--- config.mk ---
export PLATFORM = sky130hd
export DESIGN_NAME = mem_access_unit_flat
export DESIGN_NICKNAME = d
export VERILOG_FILES = /design/src/rtl/mem_access_unit_if.sv /design/src/rtl/mem_access_unit.sv /design/src/flat_wrapper.sv
export SDC_FILE = /design/constraint.sdc
export NUM_CORES = 1
export LEC_CHECK = 0
export CORE_MARGIN = 4
export CORE_UTILIZATION = 41
export CTS_CLUSTER_SIZE = 12
export DETAILED_ROUTE_END_ITERATION = 7
export DONT_BUFFER_PORTS = 1
export SETUP_SLACK_MARGIN = 0.02
export SYNTH_ARGS = -nofsm -noshare
export SYNTH_HDL_FRONTEND = slang
export SYNTH_SLANG_ARGS = --single-unit
--- constraint.sdc ---
create_clock -name clk -period 4.1 [get_ports clk]
set_input_delay 0.82 -clock clk [delete_from_list [all_inputs] [get_ports clk]]
set_output_delay 0.82 -clock clk [all_outputs]
set_load 0.05 [all_outputs]
--- src/rtl/mem_access_unit_if.sv ---
// Request, RAM and response signals of the memory-access unit.
// slave: the unit itself; master: the pipeline and RAM that surround it.
interface mem_access_unit_if #(
    parameter int unsigned ADDR_WIDTH = 32
);
    logic                  req_valid;
    logic                  req_ready;
    logic [3:0]            op;
    logic [31:0]           base;
    logic [15:0]           offset;
    logic [31:0]           store_data;
    logic [4:0]            rd_in;

    logic                  ram_req;
    logic                  ram_we;
    logic [ADDR_WIDTH-1:0] ram_addr;
    logic [3:0]            ram_sel;
    logic [31:0]           ram_wdata;
    logic                  ram_ack;
    logic [31:0]           ram_rdata;

    logic                  resp_valid;
    logic                  resp_we;
    logic [4:0]            resp_rd;
    logic [31:0]           resp_data;
    logic                  misalign_err;
    logic                  stall;

    modport slave (
        input  req_valid, op, base, offset, store_data, rd_in, ram_ack, ram_rdata,
        output req_ready, ram_req, ram_we, ram_addr, ram_sel, ram_wdata,
               resp_valid, resp_we, resp_rd, resp_data, misalign_err, stall
    );

    modport master (
        output req_valid, op, base, offset, store_data, rd_in, ram_ack, ram_rdata,
        input  req_ready, ram_req, ram_we, ram_addr, ram_sel, ram_wdata,
               resp_valid, resp_we, resp_rd, resp_data, misalign_err, stall
    );
endinterface

--- src/rtl/mem_access_unit.sv ---
// Sequential load/store unit: one request at a time, word-wide handshaked RAM port,
// straddling accesses split into two transactions or rejected with misalign_err.
module mem_access_unit #(
    parameter int unsigned ADDR_WIDTH      = 32,
    parameter bit          SPLIT_UNALIGNED = 1'b1
) (
    input logic            clk,
    input logic            rst,
    mem_access_unit_if.slave bus
);
    localparam int unsigned AW = ADDR_WIDTH;

    typedef enum logic [1:0] {IDLE, ACC0, ACC1, RESP} state_e;

    function automatic logic [2:0] op_size(input logic [3:0] o);
        case (o)
            4'd1, 4'd2, 4'd9:  op_size = 3'd1;
            4'd3, 4'd4, 4'd10: op_size = 3'd2;
            4'd5, 4'd11:       op_size = 3'd4;
            default:           op_size = 3'd0;
        endcase
    endfunction

    function automatic logic is_load(input logic [3:0] o);
        is_load = (o >= 4'd1) && (o <= 4'd5);
    endfunction

    function automatic logic is_store(input logic [3:0] o);
        is_store = (o >= 4'd9) && (o <= 4'd11);
    endfunction

    function automatic logic straddles(input logic [1:0] ofs, input logic [2:0] sz);
        straddles = ({2'b00, ofs} + {1'b0, sz}) > 4'd4;
    endfunction

    state_e        state_q, state_d;
    logic [AW-1:0] ea_q, ea_d;
    logic [3:0]    op_q, op_d;
    logic [4:0]    rd_q, rd_d;
    logic [31:0]   sd_q, sd_d;
    logic [31:0]   lo_q, lo_d;
    logic [31:0]   hi_q, hi_d;
    logic          err_q, err_d;

    logic [31:0]   ea_sum;
    logic [AW-1:0] ea_in;
    logic [2:0]    size_in;
    logic [2:0]    size_q;
    logic          straddle_q;
    logic [4:0]    size_onehot;
    logic [3:0]    mask4;
    logic [7:0]    mask8;
    logic [63:0]   sh;
    logic [31:0]   ld;
    logic [31:0]   ld_ext;
    logic [AW-1:0] word0;
    logic [AW-1:0] word1;

    assign ea_sum  = bus.base + {{16{bus.offset[15]}}, bus.offset};
    assign ea_in   = ea_sum[AW-1:0];
    assign size_in = op_size(bus.op);

    assign size_q      = op_size(op_q);
    assign straddle_q  = straddles(ea_q[1:0], size_q);
    assign size_onehot = 5'd1 << size_q;
    assign mask4       = 4'(size_onehot - 5'd1);
    // 8-lane view spans both words; the upper nibble is the second transaction
    assign mask8       = {4'b0000, mask4} << ea_q[1:0];
    assign sh          = {32'h0, sd_q} << {ea_q[1:0], 3'b000};
    assign ld          = 32'({hi_q, lo_q} >> {ea_q[1:0], 3'b000});
    assign word0       = {ea_q[AW-1:2], 2'b00};
    assign word1       = word0 + AW'(4);

    always_comb begin
        case (op_q)
            4'd1:    ld_ext = {{24{ld[7]}}, ld[7:0]};
            4'd2:    ld_ext = {24'h0, ld[7:0]};
            4'd3:    ld_ext = {{16{ld[15]}}, ld[15:0]};
            4'd4:    ld_ext = {16'h0, ld[15:0]};
            default: ld_ext = ld;
        endcase
    end

    always_ff @(posedge clk) begin
        if (!rst) begin
            state_q <= IDLE;
            ea_q    <= '0;
            op_q    <= '0;
            rd_q    <= '0;
            sd_q    <= '0;
            lo_q    <= '0;
            hi_q    <= '0;
            err_q   <= 1'b0;
        end else begin
            state_q <= state_d;
            ea_q    <= ea_d;
            op_q    <= op_d;
            rd_q    <= rd_d;
            sd_q    <= sd_d;
            lo_q    <= lo_d;
            hi_q    <= hi_d;
            err_q   <= err_d;
        end
    end

    always_comb begin
        state_d = state_q;
        ea_d    = ea_q;
        op_d    = op_q;
        rd_d    = rd_q;
        sd_d    = sd_q;
        lo_d    = lo_q;
        hi_d    = hi_q;
        err_d   = err_q;
        unique case (state_q)
            IDLE: begin
                // NOP-class codes are consumed here without ever leaving IDLE
                if (bus.req_valid && (size_in != 3'd0)) begin
                    ea_d    = ea_in;
                    op_d    = bus.op;
                    rd_d    = bus.rd_in;
                    sd_d    = bus.store_data;
                    lo_d    = '0;
                    hi_d    = '0;
                    err_d   = straddles(ea_in[1:0], size_in) && !SPLIT_UNALIGNED;
                    state_d = err_d ? RESP : ACC0;
                end
            end
            ACC0: begin
                if (bus.ram_ack) begin
                    lo_d    = bus.ram_rdata;
                    state_d = straddle_q ? ACC1 : RESP;
                end
            end
            ACC1: begin
                if (bus.ram_ack) begin
                    hi_d    = bus.ram_rdata;
                    state_d = RESP;
                end
            end
            RESP:    state_d = IDLE;
            default: state_d = IDLE;
        endcase
    end

    always_comb begin
        bus.req_ready    = (state_q == IDLE);
        bus.stall        = (state_q != IDLE);
        bus.ram_req      = 1'b0;
        bus.ram_we       = 1'b0;
        bus.ram_addr     = '0;
        bus.ram_sel      = '0;
        bus.ram_wdata    = '0;
        bus.resp_valid   = 1'b0;
        bus.resp_we      = 1'b0;
        bus.resp_rd      = '0;
        bus.resp_data    = '0;
        bus.misalign_err = 1'b0;
        unique case (state_q)
            ACC0: begin
                bus.ram_req   = 1'b1;
                bus.ram_we    = is_store(op_q);
                bus.ram_addr  = word0;
                bus.ram_sel   = mask8[3:0];
                bus.ram_wdata = sh[31:0];
            end
            ACC1: begin
                bus.ram_req   = 1'b1;
                bus.ram_we    = is_store(op_q);
                bus.ram_addr  = word1;
                bus.ram_sel   = mask8[7:4];
                bus.ram_wdata = sh[63:32];
            end
            RESP: begin
                bus.resp_valid   = 1'b1;
                bus.resp_we      = is_load(op_q) && !err_q;
                bus.resp_rd      = rd_q;
                bus.resp_data    = (is_load(op_q) && !err_q) ? ld_ext : 32'h0;
                bus.misalign_err = err_q;
            end
            default: ;
        endcase
    end
endmodule

--- src/flat_wrapper.sv ---
// flat-port wrapper written by rule: the top's interface ports become plain ports
module mem_access_unit_flat 
#(
    parameter int unsigned ADDR_WIDTH      = 32,
    parameter bit          SPLIT_UNALIGNED = 1'b1
)
  (clk, rst, bus_req_valid, bus_op, bus_base, bus_offset, bus_store_data, bus_rd_in, bus_ram_ack, bus_ram_rdata, bus_req_ready, bus_ram_req, bus_ram_we, bus_ram_addr, bus_ram_sel, bus_ram_wdata, bus_resp_valid, bus_resp_we, bus_resp_rd, bus_resp_data, bus_misalign_err, bus_stall);
  mem_access_unit_if #(.ADDR_WIDTH(ADDR_WIDTH)) bus_i ();
  input logic clk;
  input logic rst;
  input wire logic [$bits(bus_i.req_valid)-1:0] bus_req_valid;
  input wire logic [$bits(bus_i.op)-1:0] bus_op;
  input wire logic [$bits(bus_i.base)-1:0] bus_base;
  input wire logic [$bits(bus_i.offset)-1:0] bus_offset;
  input wire logic [$bits(bus_i.store_data)-1:0] bus_store_data;
  input wire logic [$bits(bus_i.rd_in)-1:0] bus_rd_in;
  input wire logic [$bits(bus_i.ram_ack)-1:0] bus_ram_ack;
  input wire logic [$bits(bus_i.ram_rdata)-1:0] bus_ram_rdata;
  output wire logic [$bits(bus_i.req_ready)-1:0] bus_req_ready;
  output wire logic [$bits(bus_i.ram_req)-1:0] bus_ram_req;
  output wire logic [$bits(bus_i.ram_we)-1:0] bus_ram_we;
  output wire logic [$bits(bus_i.ram_addr)-1:0] bus_ram_addr;
  output wire logic [$bits(bus_i.ram_sel)-1:0] bus_ram_sel;
  output wire logic [$bits(bus_i.ram_wdata)-1:0] bus_ram_wdata;
  output wire logic [$bits(bus_i.resp_valid)-1:0] bus_resp_valid;
  output wire logic [$bits(bus_i.resp_we)-1:0] bus_resp_we;
  output wire logic [$bits(bus_i.resp_rd)-1:0] bus_resp_rd;
  output wire logic [$bits(bus_i.resp_data)-1:0] bus_resp_data;
  output wire logic [$bits(bus_i.misalign_err)-1:0] bus_misalign_err;
  output wire logic [$bits(bus_i.stall)-1:0] bus_stall;
  assign bus_i.req_valid = bus_req_valid;
  assign bus_i.op = bus_op;
  assign bus_i.base = bus_base;
  assign bus_i.offset = bus_offset;
  assign bus_i.store_data = bus_store_data;
  assign bus_i.rd_in = bus_rd_in;
  assign bus_i.ram_ack = bus_ram_ack;
  assign bus_i.ram_rdata = bus_ram_rdata;
  assign bus_req_ready = bus_i.req_ready;
  assign bus_ram_req = bus_i.ram_req;
  assign bus_ram_we = bus_i.ram_we;
  assign bus_ram_addr = bus_i.ram_addr;
  assign bus_ram_sel = bus_i.ram_sel;
  assign bus_ram_wdata = bus_i.ram_wdata;
  assign bus_resp_valid = bus_i.resp_valid;
  assign bus_resp_we = bus_i.resp_we;
  assign bus_resp_rd = bus_i.resp_rd;
  assign bus_resp_data = bus_i.resp_data;
  assign bus_misalign_err = bus_i.misalign_err;
  assign bus_stall = bus_i.stall;
  mem_access_unit #(.ADDR_WIDTH(ADDR_WIDTH), .SPLIT_UNALIGNED(SPLIT_UNALIGNED)) u_core (.clk(clk), .rst(rst), .bus(bus_i));
endmodule
==> metrics.cfg <==
[route]
ant_nets=0
num_vias=9717
dr.pass1.iters=5
viasPerCell=5.791
wire_per_inst_um=18.53
drtIter0Drc=801
drc=0
totalWireLength_um=31100

[clocking]
holdBufCountCts=0
clkLatencyLatePin_ps=430
clockBufferDepth=2
htreeDepth=4
cts_root_buf=clkbuf_16
cts.sinks=134
postCtsSetupBuffers=0
cts_buffers=17
cts_tree=done
clkSlewWorstSetupHoldPaths_ps=60
cts-resized-gates=0

[synthesis]
synth_fa_ha_area_share_pct=6.356
synthCells=1318
synthArstFlopShare_pct=0
synth.area.top_cells=dfxtp_1 27%, nand2_1 9.2%, a21oi_1 7.3%
netlist_area_sq_um=9882
synth_top_area_share_pct=27.15
synth-main-ff-cell=dfxtp_1
synth_top_family_by_area=simple AND/OR/NAND/NOR gates
synth-compound-area-share_pct=21.32
synth_edf_count=0
yosysWarnings=0
yosys-mux-area-fraction_pct=11.32
synth_seq_area_share_pct=27.15
synth_cell_types=66
synth_xor_area_share_pct=2.570
synth_area_per_cell_sq_um=7.498
synth-seq-cells=134
synth_top_area_cell=dfxtp_1
synth_simple_gate_area_share_pct=26.44

[timing]
rsz0062_at_grt=false
clock.fmax_mhz=265.7
skew_ps=12.39
hold_ws_ps=450.4
hold_viol_final=0
finalSetupTns_ps=0
drv_slew=0
post-route-period-util_pct=91.80
setup_violations=0
max-slew-margin-rel_pct=41.97
finalCriticalPeriod_ps=3764
setup_slack_ps=336.0
worstMarginPinSlew_ps=868.7

[grt]
grt.overflow.total=0
track_usage_pct=22.88
antenna_found_initial=0
grt_pass1_vias=9136
grt_max_degree=69
grt_pass1_wl_um=49450

[setup_path]
crit_type=flip-flop to primary output
slowest_stage=dfxtp_1
end_kind=primary output
r2r-end=u_core.lo_q[2]
path_max_fanout=5
start_kind=flip-flop
cp.arrival_ps=2940
rr_worst_depth=9
rrSetupSlack_ps=1270
critical_path.max_stage_delay_ps=400
cp.required_ps=3280
path_cells=ha_1 > and3_1 > nand3_1 > nor4_4 > and4_1 > and3_4 > nand3_2 > xor2_1 > o21ai_2 > buf_4
reg2reg_from=u_core.state_q[0]

[layout]
layout_commonest_cell=nand2_1
nFillCells=2386
seqCellArea_sq_um=2690
drive_gt1_share_pct=15.23
final_area_sq_um=11320
diodes=0
multi_input_area_sq_um=6771
finalNonFillerCells=1678
mostFrequentLayoutCells=240 x nand2_1, 145 x a21oi_1, 132 x dfxtp_1
layout.nets=1520
synthToLayoutAreaGrowth_pct=14.59

[pwr]
power_leakage_nw=4.133
peakVddDrop_uv=248.3
power_density_nw_per_um2=432.9

[die]
fp.dieArea_sq_um=26650
core_sq_um=23610
start_util_pct=41.85
row_count=56
io_pins=237
die_w_um=163.3
die_y_um=163.3

[outcome]
status=finished clean

[hold_path]
hp-start=u_core.rd_q[2]
holdPathEnd=u_core.rd_q[2]
min_path_cells=2
hp-class=flip-flop to flip-flop

[placed_design]
dp.cells=1646
dp_hpwl_um=22140
dp_slack_ps=745.1
gp_congestion=0.8485
io_buffer_count=0
placed_area_sq_um=10770

[run]
max_cap_viol_count=0

-- worst max-delay path by stage --
stage | to | start | slack (ps)
final | bus_ram_addr[30] | u_core.ea_q[2] | 340
after global routing | bus_ram_addr[31] | u_core.state_q[1] | 70
after CTS | bus_ram_addr[30] | u_core.ea_q[2] | 320
after detailed placement | u_core.ea_q[28] | bus_offset[0] | 750
after global placement | u_core.ea_q[28] | bus_offset[0] | 830
after floorplan | bus_ram_addr[12] | u_core.state_q[0] | 250
-- power breakdown --
part	switching [mW]	internal [mW]
Combinational	1.18	0.609
Sequential	0.193	1.45
Clock	0.665	0.807
Total	2.03	2.87
-- state kept, by name, summed over array words and instances, names as in the netlist --
| signal | cells |
|---|---|
| u_core.sd_q | 32 |
| u_core.ea_q | 32 |
| u_core.size_q | 3 |
| u_core.state_q | 2 |
| u_core.lo_q | 32 |
| u_core.rd_q | 5 |
| u_core.op_q | 4 |
| u_core.hi_q | 24 |
-- cell usage after synthesis, drive strengths merged, types with 3 or more instances --
cell and n:
or3 5, a211oi 4, a31oi 7, nor3b 6, nand4 12, xor2 13, and3 18, nor2b 37
buf 21, o21ai 73, nor4 3, nand3b 6, a21oi 145, o211ai 6, nor3 17, nor2 105
mux2i 33, ha 47, nand2 241, clkbuf 79, inv 19, o21a 8, or2 4, a22o 10
o22ai 11, dfxtp 134, and4 3, nand2b 10, a22oi 50, or4 3, nand3 62, o31ai 6
mux2 12, and2 23, xnor2 16, a21o 14, mux4 29
-- layer usage --
layer / routed length [um] / global-route usage, % / share of wire (%) / vias up
li1: - / - / - / 4741
met1: 14200 / 31.84 / 46 / 4634
met2: 14350 / 36.40 / 46 / 316
met3: 2116 / 4.769 / 6.8 / 26
met4: 425 / 5.757 / 1.4 / 0
met5: 0 / 0 / 0 / -
-- critical path, delay by kind of cell, from the launching register on --
family                   cells  cell delay, ps
XOR/XNOR                     1             150
AO/OA/AOI/OAI                1             140
buffers and inverters        1             230
flip-flops                   1             400
AND/OR/NAND/NOR              6            1390
adder cells (fa/ha/maj)      1             210
-- kinds of logic (layout without fill, tap and decap cells) --
group / after synthesis / after routing
compound gates: 351 / 351
simple gates: 560 / 560
flops: 134 / 134
xor+xnor: 29 / 29
fa+ha+maj: 49 / 49
mux: 74 / 74
buf+inv: 120 / 159
other cells: 1 / 3
-- per-stage QoR --
stage | utilization, % | total power [mW]
floorplan | - | 2.969
global placement | 45.60 | 3.426
detailed placement | 45.60 | 3.456
CTS | 47.95 | 4.939
global route | 47.95 | 5.193
finish | 47.95 | 4.902
-- final cells by class --
class                      instances  share of cell area, %
sequential                       134                  23.76
inverter                          20                 0.6851
clock buffer                      18                  3.878
tap                              319                  3.525
clock inverter                    14                  1.039
timing repair buffer             107                  7.315
multi-input combinational       1066                  59.80
Power figures use the tool's default switching activity.
